--- config.mk ---
export PLATFORM = sky130hd
export DESIGN_NAME = serial_adder
export DESIGN_NICKNAME = d
export VERILOG_FILES = /design/src/rtl/serial_adder.sv
export SDC_FILE = /design/constraint.sdc
export NUM_CORES = 1
export LEC_CHECK = 0
export ABC_AREA = 1
export CORE_MARGIN = 3
export CORE_UTILIZATION = 30
export CTS_BUF_LIST = sky130_fd_sc_hd__clkbuf_8
export CTS_CLUSTER_DIAMETER = 60
export CTS_CLUSTER_SIZE = 20
export DETAILED_ROUTE_END_ITERATION = 6
export PLACE_DENSITY_LB_ADDON = 0.3
export SLEW_MARGIN = 20
export SYNTH_ARGS = -nofsm -noshare
export SYNTH_HDL_FRONTEND = slang
export SYNTH_SLANG_ARGS = --single-unit
--- constraint.sdc ---
create_clock -name clk -period 1.85 [get_ports clk]
set_clock_uncertainty 0.1 [all_clocks]
set_input_delay 0.2775 -clock clk [delete_from_list [all_inputs] [get_ports clk]]
set_output_delay 0.2775 -clock clk [all_outputs]
set_load 0.02 [all_outputs]
--- src/rtl/serial_adder.sv ---
// Bit-serial adder/subtractor: one full adder walks the operands LSB first,
// producing a WIDTH-bit result after WIDTH RUN cycles.
module serial_adder #(
   parameter int WIDTH = 8
) (
   input  logic             clk,
   input  logic             rst_n,
   input  logic             start,
   input  logic [WIDTH-1:0] a,
   input  logic [WIDTH-1:0] b,
   input  logic             cin,
   input  logic             sub,
   output logic             busy,
   output logic             done,
   output logic [WIDTH-1:0] s,
   output logic             cout,
   output logic             ovf
);

   localparam int CW = (WIDTH > 1) ? $clog2(WIDTH) : 1;

   typedef enum logic [1:0] {
      IDLE,
      RUN,
      DONE
   } state_t;

   state_t           r_state;
   logic [WIDTH-1:0] r_a;
   logic [WIDTH-1:0] r_b;
   logic [WIDTH-1:0] r_shift;
   logic             r_carry;
   logic [CW-1:0]    r_count;

   logic             w_sum;
   logic             w_carryOut;
   logic             w_last;
   logic [WIDTH-1:0] w_shiftNext;

   assign w_sum       = r_a[0] ^ r_b[0] ^ r_carry;
   assign w_carryOut  = (r_a[0] & r_b[0]) | (r_carry & (r_a[0] ^ r_b[0]));
   assign w_last      = (r_count == CW'(WIDTH - 1));
   // Sum bits enter at the MSB so the first (LSB) result ends up in bit 0.
   assign w_shiftNext = WIDTH'({w_sum, r_shift} >> 1);

   always_ff @(posedge clk or negedge rst_n) begin
      if (!rst_n) begin
         r_state <= IDLE;
         r_a     <= '0;
         r_b     <= '0;
         r_shift <= '0;
         r_carry <= 1'b0;
         r_count <= '0;
         busy    <= 1'b0;
         done    <= 1'b0;
         s       <= '0;
         cout    <= 1'b0;
         ovf     <= 1'b0;
      end else begin
         case (r_state)
            IDLE, DONE: begin
               done <= 1'b0;
               if (start) begin
                  r_a     <= a;
                  r_b     <= b ^ {WIDTH{sub}};
                  r_carry <= sub | cin;
                  r_count <= '0;
                  busy    <= 1'b1;
                  r_state <= RUN;
               end else begin
                  busy    <= 1'b0;
                  r_state <= IDLE;
               end
            end
            RUN: begin
               r_a     <= r_a >> 1;
               r_b     <= r_b >> 1;
               r_shift <= w_shiftNext;
               r_carry <= w_carryOut;
               // On the last bit r_carry still holds the carry into the MSB.
               if (w_last) begin
                  s       <= w_shiftNext;
                  cout    <= w_carryOut;
                  ovf     <= r_carry ^ w_carryOut;
                  busy    <= 1'b0;
                  done    <= 1'b1;
                  r_state <= DONE;
               end else begin
                  r_count <= r_count + CW'(1);
               end
            end
            default: begin
               busy    <= 1'b0;
               done    <= 1'b0;
               r_state <= IDLE;
            end
         endcase
      end
   end

endmodule

==> results of run 1 <==
-- flip-flops by register name (all words and copies together), names as in the netlist, 3 cells and up --
name and flops:
r_shift 7, r_count 3, r_a 8, s 8
r_b 8
-- worst min-delay path: stages, from the launching register on --
cell	delay [ps]
dfrtp_1	350
nand2_1	50
nand2_1	50
-- final timing paths --
path | start | endpoint | slack (ps) | depth (start not counted)
worst max-delay path | busy | busy | 60 | 1
worst min-delay path | r_shift[1] | s[0] | 380 | 2
worst max register to register | r_count[0] | r_count[1] | 320 | 7
worst min register to register | r_shift[1] | s[0] | 380 | 2
max in group asynchronous | rst_n | busy | 820 | 3
min in group asynchronous | rst_n | s[0] | 460 | 3
-- cell families after synthesis --
family                   Yosys count
adder cells (fa/ha/maj)            3
XOR/XNOR                           1
AND/OR/NAND/NOR                  133
flip-flops                        40
buffers and inverters             35
AO/OA/AOI/OAI                     15
-- area by class of cell --
cell class	count	area [um^2]	area share
clock buffers	5	68.82	0.02850
clock inverters	3	46.29	0.01917
inverters	28	107.6	0.04456
multi-input cells	152	725.7	0.3005
flip-flops and latches	40	1002	0.4150
well taps	75	93.84	0.03886
repair buffers	39	370.4	0.1534
-- power by group --
part,internal (uW),switching (uW)
Combinational,677,924
Clock,406,328
Sequential,1270,244
Total,2360,1500
-- Yosys cell counts --
| cell type | n | area [um^2] |
|---|---|---|
| nand2_1 | 89 | 334.1 |
| dfrtp_1 | 40 | 1001 |
| nand3_1 | 34 | 170.2 |
| inv_1 | 26 | 97.59 |
| o21ai_0 | 8 | 40.04 |
| o21ai_2 | 7 | 61.31 |
| nor2_1 | 6 | 22.52 |
| buf_2 | 3 | 15.01 |
| buf_6 | 2 | 22.52 |
| ha_1 | 2 | 25.02 |
| buf_4 | 1 | 7.510 |
| clkbuf_1 | 1 | 3.750 |
| clkinv_1 | 1 | 3.750 |
| fa_1 | 1 | 20.02 |
| inv_4 | 1 | 6.260 |
| nand2_2 | 1 | 6.260 |
| nand2_4 | 1 | 11.26 |
| nor2_2 | 1 | 6.260 |
| nor2_8 | 1 | 20.02 |
| xor2_1 | 1 | 8.760 |
-- stage by stage --
step	area (um^2)	hold slack, ps	std cells
floorplan	1883	-118.1	227
global placement	2288	267.2	333
detailed placement	2288	273.5	333
CTS	2415	387.2	342
global route	2415	402.5	342
finish	2415	383.4	342
-- routing by layer --
layer	up-vias	GRT usage	wire, um
met5	-	0	0
met3	5	0.04078	240
met4	0	0.03885	55
met2	37	0.1723	1575
li1	782	-	-
met1	673	0.1478	1790
-- repair_timing --
item,in CTS,in global routing
hold buffers,1,0
gates resized for setup,1,0
endpoints found under the hold margin,40,0
endpoints found under the setup margin,1,0
==> impl_results.md, run 1 <==
- Critical path arrival: 1410 ps
- Max cap viols: 0
- Clock Path Buffers: 2
- DR iter-0 viols: 67
- Status: finished, final reports clean
- Post-synthesis cell area: 1883 um^2
- Htree depth: 2
- Largest family of logic cells by synthesized area: simple AND/OR/NAND/NOR gates
- First-pass GRT wire length: 6465 um
- HP Class: reg -> reg
- Die Height: 85.23 um
- Final min period: 1791 ps
- CP max FO: 5
- Unique cell type count in the Yosys netlist: 20
- GRT Util Overall: 0.1127
- Detailed placement HPWL: 2612 um
- Drt via density: 4.377
- Most common cell after layout, fill and taps aside: nand2_1
- GPL Wtd Cong: 0.7115
- DR pass1 iterations: 4
- Grt total ovfl: 0
- I/O Pins: 33
- Design Power: 3854 uW
- Final worst setup slack: 59.14 ps
- WP buf/inv: 1
- Ys Warns: 0
- Clock transition at the registers of the reported paths: 80 ps
- Die Area: 7263 um^2
- Largest net degree at the start of global routing: 41
- Register bit count reported by yosys: 40
- Worst slack, placed: 177.7 ps
- Cell family with most CP delay: buffers and inverters
- I/O Buffers: 32
- Setup CP Type: reg -> out
- WP data required: 1470 ps
- Post-synthesis simple-gate area fraction: 0.3030
- NumNets Final: 290
- WL/cell: 10.70 um
- Most frequent cells in the layout: nand2_1 (89), dfrtp_1 (39), nand3_1 (34), clkdlybuf4s50_1 (31), inv_1 (26)
- CTS tree: yes
- CP Cell Sequence: clkdlybuf4s50_1
- Worst IR Drop VDD: 0.0006427 V
- DRC violations left: 0
- ANT nets after route: 0
- Mapped Cells: 227
- Net Count, Synth: 251
- Initial Util: 0.3143
- Clock Latency Late Sink: 300 ps
- Fmax: 558.4 MHz
- Vias: 1497
- Share of cells above drive strength 1: 0.1049
- Post-synthesis sequential area ratio: 0.5316
- Utilization after layout: 0.4031
- Area delta synth->final: 28.24%
- Slew margin rel.: 0.6624
- Unrepaired setup endpoints after global routing: false
- Avg Synthesized Cell Area: 8.295 um^2
- Mux cell area share after synthesis: 0
- Post-synthesis compound-gate area fraction: 0.05382
- Power Density: 1596 nW/um^2
- Setup violations, final: 0
- Tcrit/Tclk final: 0.9680
- Setup TNS Final: 0 ps
- Post-CTS setup buffer count: 0
- Pleak: 0.001217 uW
- Xor and xnor area share after synthesis: 0.004651
- Number of antenna diodes: 0
- Adder-cell share of the synthesized area: 0.02392
- Num CTS Buffers: 5
- Slew at the pin closest to its max-slew limit: 506.4 ps
- Critical path launch point type: register
- Layout fillers: 618
- # clock sinks: 40
- CP Capture Type: primary output
- Placeable Area: 5991 um^2
- Worst path max stage delay: 640 ps
- Drt total wl: 3661 um
- Clk root buf: clkbuf_8
- Die X: 85.23 um
- Slew Viols, Final: 0
- Site Rows: 28
- Final hold vios: 0
- Initial antenna violation count: 0
- CP max-delay cell: clkdlybuf4s50_1
- Vias in the first global route: 1392
(Power assumes the default switching activity.)
==> inputs of run 2 (changes only) <==
- GPL_TIMING_DRIVEN: not set -> 0
- SLEW_MARGIN: 20 -> 10
- clock period: 1.85 -> 2.1 ns (I/O delays scaled with it)
==> run 2 against run 1 <==
Net effect: power fell by 15%; flip-flop and latch count did not move; critical path type unchanged; hold slack got worse by 92 ps; wire length barely moved; clock power fell by 28%; die area did not move; critical endpoint unchanged; register-to-register slack improved by 230 ps.
==> impl_results.md, run 2 (synthesis results as in run 1) <==
- Layout fillers: 607 (-1.8%)
- Vias: 1520 (+1.5%)
- Critical path launch point type: register
- CP Cell Sequence: clkdlybuf4s50_1
- CP max-delay cell: clkdlybuf4s50_1
- Htree depth: 2 (unchanged)
- Placeable Area: 5991 um^2 (unchanged)
- Status: finished, final reports clean
- I/O Buffers: 31 (-3.1%)
- Metal1 wirelength: 1780 um (-0.56%)
- Site Rows: 28 (unchanged)
- Post-route cell area: 2405 um^2 (-0.41%)
- Metal3 WL: 197 um (-18%)
- NumNets Final: 291 (+0.34%)
- Placed cell areas: 2302 um^2 (+0.60%)
- Cell family with most CP delay: buffers and inverters
- Power Density: 1365 nW/um^2 (-14%)
- Utilization after layout: 0.4014 (-0.001671)
- Fmax: 529.5 MHz
- Grt total ovfl: 0 (unchanged)
- GPL Wtd Cong: 0.7287 (+2.4%)
- DRC violations left: 0 (unchanged)
- # clock sinks: 40 (unchanged)
- Largest net degree at the start of global routing: 34 (-17%)
- Post-CTS setup buffer count: 0 (unchanged)
- Final min period: 1888 ps
- Tcrit/Tclk final: 0.8993
- GRT Util Overall: 0.1131 (+0.0003645)
- Die X: 85.23 um (unchanged)
- CTS tree: yes
- ANT nets after route: 0 (unchanged)
- Regs by FF count: r_a x8, r_b x8, s x8
- HP Class: in -> async
- Share of cells above drive strength 1: 0.1045 (-0.0003913)
- Die Area: 7263 um^2 (unchanged)
- Unrepaired setup endpoints after global routing: false
- Slew margin rel.: 0.7656 (+0.1032)
- Pleak: 0.001222 uW (+0.35%)
- Clock Path Buffers: 2 (unchanged)
- Drt total wl: 3658 um (about the same)
- Clk root buf: clkbuf_8
- WP buf/inv: 1 (unchanged)
- Die Height: 85.23 um (unchanged)
- Clock Latency Late Sink: 290 ps (about the same)
- Slew at the pin closest to its max-slew limit: 351.6 ps (-154.8 ps)
- Highest Signal Layer: met4
- Critical path arrival: 1470 ps (+60 ps)
- First-pass GRT wire length: 6561 um (+1.5%)
- Initial antenna violation count: 0 (unchanged)
- Setup CP Type: reg -> out
- WP data required: 1680 ps (+210 ps)
- Num CTS Buffers: 5 (unchanged)
- Initial Util: 0.3143 (unchanged)
- Max cap viols: 0 (unchanged)
- CP max FO: 5 (unchanged)
- Setup violations, final: 0 (unchanged)
- I/O Pins: 33 (unchanged)
- Clock transition at the registers of the reported paths: 80 ps (about the same)
- Number of antenna diodes: 0 (unchanged)
- Reg2Reg Depth: 6 (-1)
- DR pass1 iterations: 4 (unchanged)
- Drt via density: 4.431 (+1.2%)
- Worst path max stage delay: 670 ps (+30 ps)
- Vias in the first global route: 1469 (+5.5%)
- Detailed placement HPWL: 2765 um (+5.9%)
- Final hold vios: 0 (unchanged)
- CP Capture Type: primary output
- Most frequent cells in the layout: nand2_1 (89), dfrtp_1 (40), nand3_1 (34), clkdlybuf4s50_1 (30), inv_1 (26)
- DR WL met2: 1621 um (+2.9%)
- Most common cell after layout, fill and taps aside: nand2_1
- Slew Viols, Final: 0 (unchanged)
- Setup TNS Final: 0 ps (unchanged)
- Worst IR Drop VDD: 0.0005088 V (-21%)
- Area delta synth->final: 27.71%
- WL/cell: 10.66 um (-0.37%)
- Critical path depth: 1 (unchanged)
- DR iter-0 viols: 61 (-9.0%)
- CTS resizes: 0 (-1)
==> run 2: final cells by class <==
class / count / area, um^2 / share of cell area
clock inverters: 2 / 10.01 / 0.004162
multi-input cells: 152 / 725.7 / 0.3018
plain buffers: 7 / 48.80 / 0.02029
well taps: 75 / 93.84 / 0.03902
clock buffers: 6 / 82.58 / 0.03434
flip-flops and latches: 40 / 1001 / 0.4162
repair buffers: 33 / 335.3 / 0.1394
inverters: 28 / 107.6 / 0.04474
==> run 2: layer usage <==
layer  vias to the layer above  global-route usage
met4                         0             0.05324
met2                        39              0.1660
met5                         -                   0
met1                       694              0.1558
met3                         7             0.02913
li1                        780                   -
==> run 2: timing repair <==
action                                  4_1_cts  5_1_grt
endpoints found under the setup margin        0        0
endpoints found under the hold margin         7        0
hold buffers                                  1        0
==> run 2: report_power, final <==
group	switching, uW	total (uW)	internal, uW
registers	207	1330	1120
clock network	266	528	262
logic	829	1430	598
total	1300	3280	1980
==> run 2: path summary, 6_finish.rpt <==
check / end / slack [ps] / from
setup / recovery: busy / 210 / busy
hold / removal: s[3] / 290 / rst_n
setup reg to reg: r_a[4] / 550 / busy
hold reg to reg: r_a[5] / 380 / r_a[5]
max in group asynchronous: r_state[1] / 1180 / rst_n
min in group clk: r_a[5] / 340 / start
==> run 2: stage by stage <==
stage	hold WS, ps	power (uW)	worst slack (ps)	instances
CTS	291.8	3344	182.5	343
global route	315.4	3586	166.1	343
global placement	356.7	2763	-407.2	333
floorplan	-80.59	2287	732.9	227
detailed placement	74.37	2802	503.6	334
finish	291.0	3284	211.5	343
